==> config.mk <==
export PLATFORM = sky130hd
export DESIGN_NAME = tie_queue_param_flat
export DESIGN_NICKNAME = d
export VERILOG_FILES = /design/src/rtl/tie_queue_param_if.sv /design/src/rtl/tie_queue_param.sv /design/src/flat_wrapper.sv
export SDC_FILE = /design/constraint.sdc
export NUM_CORES = 1
export LEC_CHECK = 0
export ABC_AREA = 1
export ABC_CLOCK_PERIOD_IN_PS = 6600
export BUFFER_PORTS_ARGS = -buffer_cell sky130_fd_sc_hd__buf_2
export CAP_MARGIN = 30
export CELL_PAD_IN_SITES_DETAIL_PLACEMENT = 1
export CELL_PAD_IN_SITES_GLOBAL_PLACEMENT = 1
export CORE_MARGIN = 5
export CORE_UTILIZATION = 35
export CTS_CLUSTER_SIZE = 24
export DETAILED_ROUTE_END_ITERATION = 12
export GPL_TIMING_DRIVEN = 0
export HOLD_SLACK_MARGIN = 0.06
export PLACE_DENSITY_LB_ADDON = 0.1
export REMOVE_ABC_BUFFERS = 1
export SYNTH_ARGS = -nofsm -noshare
export SYNTH_HDL_FRONTEND = slang
export SYNTH_SLANG_ARGS = --single-unit
==> constraint.sdc <==
create_clock -name CLK -period 6.6 [get_ports CLK]
set_input_delay 1.32 -clock CLK [delete_from_list [all_inputs] [get_ports CLK]]
set_output_delay 1.32 -clock CLK [all_outputs]
set_load 0.005 [all_outputs]
==> src/rtl/tie_queue_param_if.sv <==
// TIE queue bundle between a core's TIE_OUTQ1/TIE_INQ1 pins and the loopback queue.
// master = core side, slave = queue side.
interface tie_queue_param_if #(
    parameter int unsigned WIDTH = 96,
    parameter int unsigned DEPTH = 4
);
    localparam int unsigned CNTW = $clog2(DEPTH) + 1;

    logic             TIE_QUEUE_Flush;
    logic             TIE_OUTQ1_PushReq;
    logic [WIDTH-1:0] TIE_OUTQ1;
    logic             TIE_OUTQ1_Full;
    logic             TIE_INQ1_PopReq;
    logic [WIDTH-1:0] TIE_INQ1;
    logic             TIE_INQ1_Empty;
    logic [CNTW-1:0]  TIE_QUEUE_Count;
    logic             TIE_QUEUE_AlmostFull;
    logic             TIE_QUEUE_Overflow;
    logic             TIE_QUEUE_Underflow;

    modport master (
        output TIE_QUEUE_Flush, TIE_OUTQ1_PushReq, TIE_OUTQ1, TIE_INQ1_PopReq,
        input  TIE_OUTQ1_Full, TIE_INQ1, TIE_INQ1_Empty, TIE_QUEUE_Count,
               TIE_QUEUE_AlmostFull, TIE_QUEUE_Overflow, TIE_QUEUE_Underflow
    );

    modport slave (
        input  TIE_QUEUE_Flush, TIE_OUTQ1_PushReq, TIE_OUTQ1, TIE_INQ1_PopReq,
        output TIE_OUTQ1_Full, TIE_INQ1, TIE_INQ1_Empty, TIE_QUEUE_Count,
               TIE_QUEUE_AlmostFull, TIE_QUEUE_Overflow, TIE_QUEUE_Underflow
    );
endinterface

==> src/rtl/tie_queue_param.sv <==
// Parametrised TIE loopback queue (show-ahead FIFO) with count, almost-full, flush and sticky error flags.
// Optional I/O trace printing enabled by defining TIE_QUEUE_DISPLAY_IO_EN.
module tie_queue_param #(
    parameter int unsigned WIDTH    = 96,
    parameter int unsigned DEPTH    = 4,
    parameter int unsigned AF_LEVEL = DEPTH - 1
) (
    input logic              CLK,
    input logic              RST_N,
    tie_queue_param_if.slave q
);
    localparam int unsigned AW   = $clog2(DEPTH);
    localparam int unsigned CNTW = $clog2(DEPTH) + 1;

    logic [WIDTH-1:0] store [DEPTH];
    logic [AW-1:0]    wp;
    logic [AW-1:0]    rp;
    logic [CNTW-1:0]  count;
    logic             overflow;
    logic             underflow;

    logic full_c;
    logic empty_c;
    logic push_ok_c;
    logic pop_ok_c;

    // Status is derived purely from the registered count, never bypassed.
    assign full_c    = (count == CNTW'(DEPTH));
    assign empty_c   = (count == '0);
    assign push_ok_c = q.TIE_OUTQ1_PushReq && !full_c;
    assign pop_ok_c  = q.TIE_INQ1_PopReq && !empty_c;

    always_ff @(posedge CLK) begin
        if (!RST_N) begin
            wp        <= '0;
            rp        <= '0;
            count     <= '0;
            overflow  <= 1'b0;
            underflow <= 1'b0;
            store[0]  <= '0;
        end else if (q.TIE_QUEUE_Flush) begin
            wp    <= '0;
            rp    <= '0;
            count <= '0;
        end else begin
            if (push_ok_c) begin
                store[wp] <= q.TIE_OUTQ1;
                wp        <= wp + AW'(1);
            end
            if (pop_ok_c) begin
                rp <= rp + AW'(1);
            end
            if (push_ok_c && !pop_ok_c) begin
                count <= count + CNTW'(1);
            end else if (pop_ok_c && !push_ok_c) begin
                count <= count - CNTW'(1);
            end
            if (q.TIE_OUTQ1_PushReq && full_c) begin
                overflow <= 1'b1;
            end
            if (q.TIE_INQ1_PopReq && empty_c) begin
                underflow <= 1'b1;
            end
        end
    end

    assign q.TIE_OUTQ1_Full       = full_c;
    assign q.TIE_INQ1_Empty       = empty_c;
    assign q.TIE_QUEUE_Count      = count;
    assign q.TIE_QUEUE_AlmostFull = (count >= CNTW'(AF_LEVEL));
    assign q.TIE_QUEUE_Overflow   = overflow;
    assign q.TIE_QUEUE_Underflow  = underflow;
    assign q.TIE_INQ1             = store[rp];

`ifdef TIE_QUEUE_DISPLAY_IO_EN
    // Trace of accepted pushes and refused requests, sampled like the state update.
    always @(posedge CLK) begin
        if (RST_N && !q.TIE_QUEUE_Flush) begin
            if (push_ok_c) begin
                $display("%t TIE_OUTQ1 = 0x%h", $time, q.TIE_OUTQ1);
            end
            if (q.TIE_OUTQ1_PushReq && full_c) begin
                $display("%t TIE_QUEUE overflow", $time);
            end
            if (q.TIE_INQ1_PopReq && empty_c) begin
                $display("%t TIE_QUEUE underflow", $time);
            end
        end
    end

    always @(q.TIE_INQ1) begin
        $display("%t TIE_INQ1  = 0x%h", $time, q.TIE_INQ1);
    end
`else
    // Silent build: no simulation output.
`endif

endmodule

==> src/flat_wrapper.sv <==
// flat-port wrapper written by rule: the top's interface ports become plain ports
module tie_queue_param_flat 
#(
    parameter int unsigned WIDTH    = 96,
    parameter int unsigned DEPTH    = 4,
    parameter int unsigned AF_LEVEL = DEPTH - 1
)
  (CLK, RST_N, q_TIE_QUEUE_Flush, q_TIE_OUTQ1_PushReq, q_TIE_OUTQ1, q_TIE_INQ1_PopReq, q_TIE_OUTQ1_Full, q_TIE_INQ1, q_TIE_INQ1_Empty, q_TIE_QUEUE_Count, q_TIE_QUEUE_AlmostFull, q_TIE_QUEUE_Overflow, q_TIE_QUEUE_Underflow);
  tie_queue_param_if #(.WIDTH(WIDTH), .DEPTH(DEPTH)) q_i ();
  input logic CLK;
  input logic RST_N;
  input wire logic [$bits(q_i.TIE_QUEUE_Flush)-1:0] q_TIE_QUEUE_Flush;
  input wire logic [$bits(q_i.TIE_OUTQ1_PushReq)-1:0] q_TIE_OUTQ1_PushReq;
  input wire logic [$bits(q_i.TIE_OUTQ1)-1:0] q_TIE_OUTQ1;
  input wire logic [$bits(q_i.TIE_INQ1_PopReq)-1:0] q_TIE_INQ1_PopReq;
  output wire logic [$bits(q_i.TIE_OUTQ1_Full)-1:0] q_TIE_OUTQ1_Full;
  output wire logic [$bits(q_i.TIE_INQ1)-1:0] q_TIE_INQ1;
  output wire logic [$bits(q_i.TIE_INQ1_Empty)-1:0] q_TIE_INQ1_Empty;
  output wire logic [$bits(q_i.TIE_QUEUE_Count)-1:0] q_TIE_QUEUE_Count;
  output wire logic [$bits(q_i.TIE_QUEUE_AlmostFull)-1:0] q_TIE_QUEUE_AlmostFull;
  output wire logic [$bits(q_i.TIE_QUEUE_Overflow)-1:0] q_TIE_QUEUE_Overflow;
  output wire logic [$bits(q_i.TIE_QUEUE_Underflow)-1:0] q_TIE_QUEUE_Underflow;
  assign q_i.TIE_QUEUE_Flush = q_TIE_QUEUE_Flush;
  assign q_i.TIE_OUTQ1_PushReq = q_TIE_OUTQ1_PushReq;
  assign q_i.TIE_OUTQ1 = q_TIE_OUTQ1;
  assign q_i.TIE_INQ1_PopReq = q_TIE_INQ1_PopReq;
  assign q_TIE_OUTQ1_Full = q_i.TIE_OUTQ1_Full;
  assign q_TIE_INQ1 = q_i.TIE_INQ1;
  assign q_TIE_INQ1_Empty = q_i.TIE_INQ1_Empty;
  assign q_TIE_QUEUE_Count = q_i.TIE_QUEUE_Count;
  assign q_TIE_QUEUE_AlmostFull = q_i.TIE_QUEUE_AlmostFull;
  assign q_TIE_QUEUE_Overflow = q_i.TIE_QUEUE_Overflow;
  assign q_TIE_QUEUE_Underflow = q_i.TIE_QUEUE_Underflow;
  tie_queue_param #(.WIDTH(WIDTH), .DEPTH(DEPTH), .AF_LEVEL(AF_LEVEL)) u_core (.CLK(CLK), .RST_N(RST_N), .q(q_i));
endmodule
==> impl_metrics.json <==
{
  "dp.cells": 1954,
  "ir_drop_mv": 0.197,
  "finClkSkew_ns": 0.0135,
  "num_antenna_cells": 0,
  "drv_cap": 0,
  "powerDensity_nw_per_um2": 294,
  "clkTransAtPathRegs_ns": 0.06,
  "final_cell_mix": "edfxtp_1 (384), nor2_1 (255), buf_2 (204)",
  "synth.mux.area_fraction": 0,
  "reg2reg_to": "u_core.store[2][39]$_DFFE_PP_",
  "drive_gt1_frac": 0.233,
  "fin_nets": 1511,
  "hold_viol_final": 0,
  "syn_to_final_growth_pct": 21.0,
  "numCtsBuffers": 44,
  "r2r_cells": 7,
  "synth_compound_area_frac": 0.103,
  "routed_via_density": 4.82,
  "clkSinkCount": 395,
  "vias": 9795,
  "gp_congestion": 0.688,
  "reg2reg_slack_ns": 4.10,
  "globalRouteOverflowTotal": 0,
  "max-clock-path-buffers": 3,
  "synth_xor_area_frac": 0.000562,
  "core_um2": 44100,
  "cts_setup_buffers": 0,
  "drt-initial-drc-count": 536,
  "final_common_cell": "edfxtp_1",
  "drv_slew": 0,
  "cts_tree": "done",
  "numPortBuffers": 204,
  "worst_ep_arrival_time_ns": 2.74,
  "leakage_nw": 6.99,
  "pin_count": 205,
  "antenna_found_initial": 1,
  "start_util": 0.353,
  "crit_required_ns": 5.28,
  "htree_levels": 2,
  "rsz0062_at_grt": "false",
  "postCtsHoldBufs": 0,
  "hold_path_end": "u_core.q.TIE_QUEUE_Overflow$_SDFFE_PN0P_",
  "crit_fanout": 70,
  "fin_crit_sh": 0.615,
  "drc": 0,
  "finalSetupViolations": 0,
  "end_kind": "output port",
  "grt_start_max_net_pins": 123,
  "synthCells": 1210,
  "fin_tns_setup_ns": 0,
  "drtAntennaViolNets": 0,
  "worstMarginPinSlew_ns": 0.636,
  "insertion_delay_ns": 0.56,
  "dr.pass1.iters": 4,
  "synth.cell_area_um2": 15600,
  "wl_um": 39800,
  "synth_top_family_by_area": "compound AO/OA/AOI/OAI gates",
  "die_y_um": 221,
  "ys_warn_count": 0,
  "track_usage": 0.161,
  "placement_rows": 77,
  "start_kind": "flip-flop",
  "cts.repair.resized": 0,
  "synth_fa_ha_area_frac": 0.00209,
  "relSlewSlack": 0.576,
  "holdPathStages": 2,
  "worstSetupPathType": "reg2out",
  "ys_seq_area_frac": 0.754,
  "cts_root_buf": "clkbuf_16",
  "r2r-start": "u_core.q.TIE_QUEUE_Count[0]$_SDFFE_PP0P_",
  "max_freq_ghz": 0.246,
  "postSynthAreaPerCell_um2": 12.9,
  "final_cell_count_no_fill": 2031,
  "die_area_um2": 48900,
  "first_global_vias": 10500,
  "min_from": "u_core.q.TIE_QUEUE_Overflow$_SDFFE_PN0P_",
  "die_width_um": 221,
  "drt-wirelength-per-cell_um": 19.6,
  "min_period_ns": 4.06,
  "yosys_register_bits": 395,
  "grt_pass1_wl_um": 61800,
  "fillers": 4690,
  "hold_path.class": "reg2reg",
  "yosysUniqueCellTypes": 25,
  "dp_hpwl_um": 22800,
  "synthSimpleGateAreaFrac": 0.0900,
  "status": "complete, no violations"
}
## cells in the mapped netlist (all sizes together)
cell type | n | share of area
nand3 | 5 | 0.0016
xor2 | 1 | 0.00056
a21oi | 5 | 0.0016
nand4 | 2 | 0.00080
ha | 1 | 0.00080
inv | 111 | 0.027
clkbuf | 36 | 0.0089
o21ai | 195 | 0.063
fa | 1 | 0.0013
nor2 | 301 | 0.081
o22ai | 96 | 0.039
buf | 36 | 0.015
nand2 | 25 | 0.0070
dfxtp | 11 | 0.014
edfxtp | 384 | 0.74
## flip-flops by register name, summed over array words and instances (netlist names), named ones only
register / count
u_core.wp: 2
u_core.store: 384
u_core.rp: 2
u_core.q.TIE_QUEUE_Overflow: 1
u_core.q.TIE_QUEUE_Count: 3
u_core.q.TIE_QUEUE_Underflow: 1
## routing by layer
layer  wire length (um)  vias to the layer above  part of all wire  global-route usage
met5                  0                        -                 0                   0
met4                697                        0             0.018              0.0438
met3               1560                       44             0.039              0.0341
met2              19700                      149              0.50               0.272
met1              17800                     4913              0.45               0.211
li1                   -                     4689                 -                   -
## cells by family after synthesis
logic type,after synthesis
flops,395
simple gates,333
compound gates,296
buf+inv,183
fa+ha+maj,2
xor+xnor,1
## through the flow
step	hold slack (ns)	util	power (mW)	cell area, um^2	setup slack (ns)
final	0.459	0.428	5.54	18900	2.54
after CTS	0.465	0.428	5.63	18900	2.47
after global routing	0.507	0.428	5.78	18900	2.34
after global placement	0.447	0.385	3.25	17000	-7.16
after detailed placement	0.449	0.397	3.26	17500	2.83
after floorplan	0.445	-	3.05	15200	-0.446
## worst max-delay path by stage
stage,startpoint,to,slack [ns],cells after the start
global route,flip-flop,q_TIE_INQ1[76],2.34,6
floorplan,flip-flop,q_TIE_INQ1[0],-0.45,3
finish,flip-flop,q_TIE_INQ1[76],2.54,6
detailed placement,RST_N,u_core.store[2][1]$_DFFE_PP_,2.83,8
global placement,flip-flop,q_TIE_INQ1[55],-7.16,4
CTS,flip-flop,q_TIE_INQ1[76],2.47,6
## worst max-delay path, stage by stage (launching register included)
cell,delay (ns)
dfxtp_4,0.53
buf_16,0.30
inv_4,0.32
buf_16,0.37
o21ai_0,0.15
o22ai_1,0.28
buf_2,0.18
## power by group
| group | switching, mW | total (mW) | internal, mW |
|---|---|---|---|
| Sequential | 0.0214 | 2.82 | 2.80 |
| Clock | 0.952 | 2.35 | 1.40 |
| Combinational | 0.232 | 0.371 | 0.139 |
## layout make-up
type / instances / area, um^2 / share of cell area
repair buffers: 224 / 1490 / 0.0789
flip-flops and latches: 395 / 11800 / 0.623
clock inverters: 22 / 201 / 0.0107
clock buffers: 55 / 1160 / 0.0617
multi-input cells: 632 / 3080 / 0.163
inverters: 111 / 434 / 0.0230
well taps: 592 / 741 / 0.0393
(Power assumes the default switching activity.)
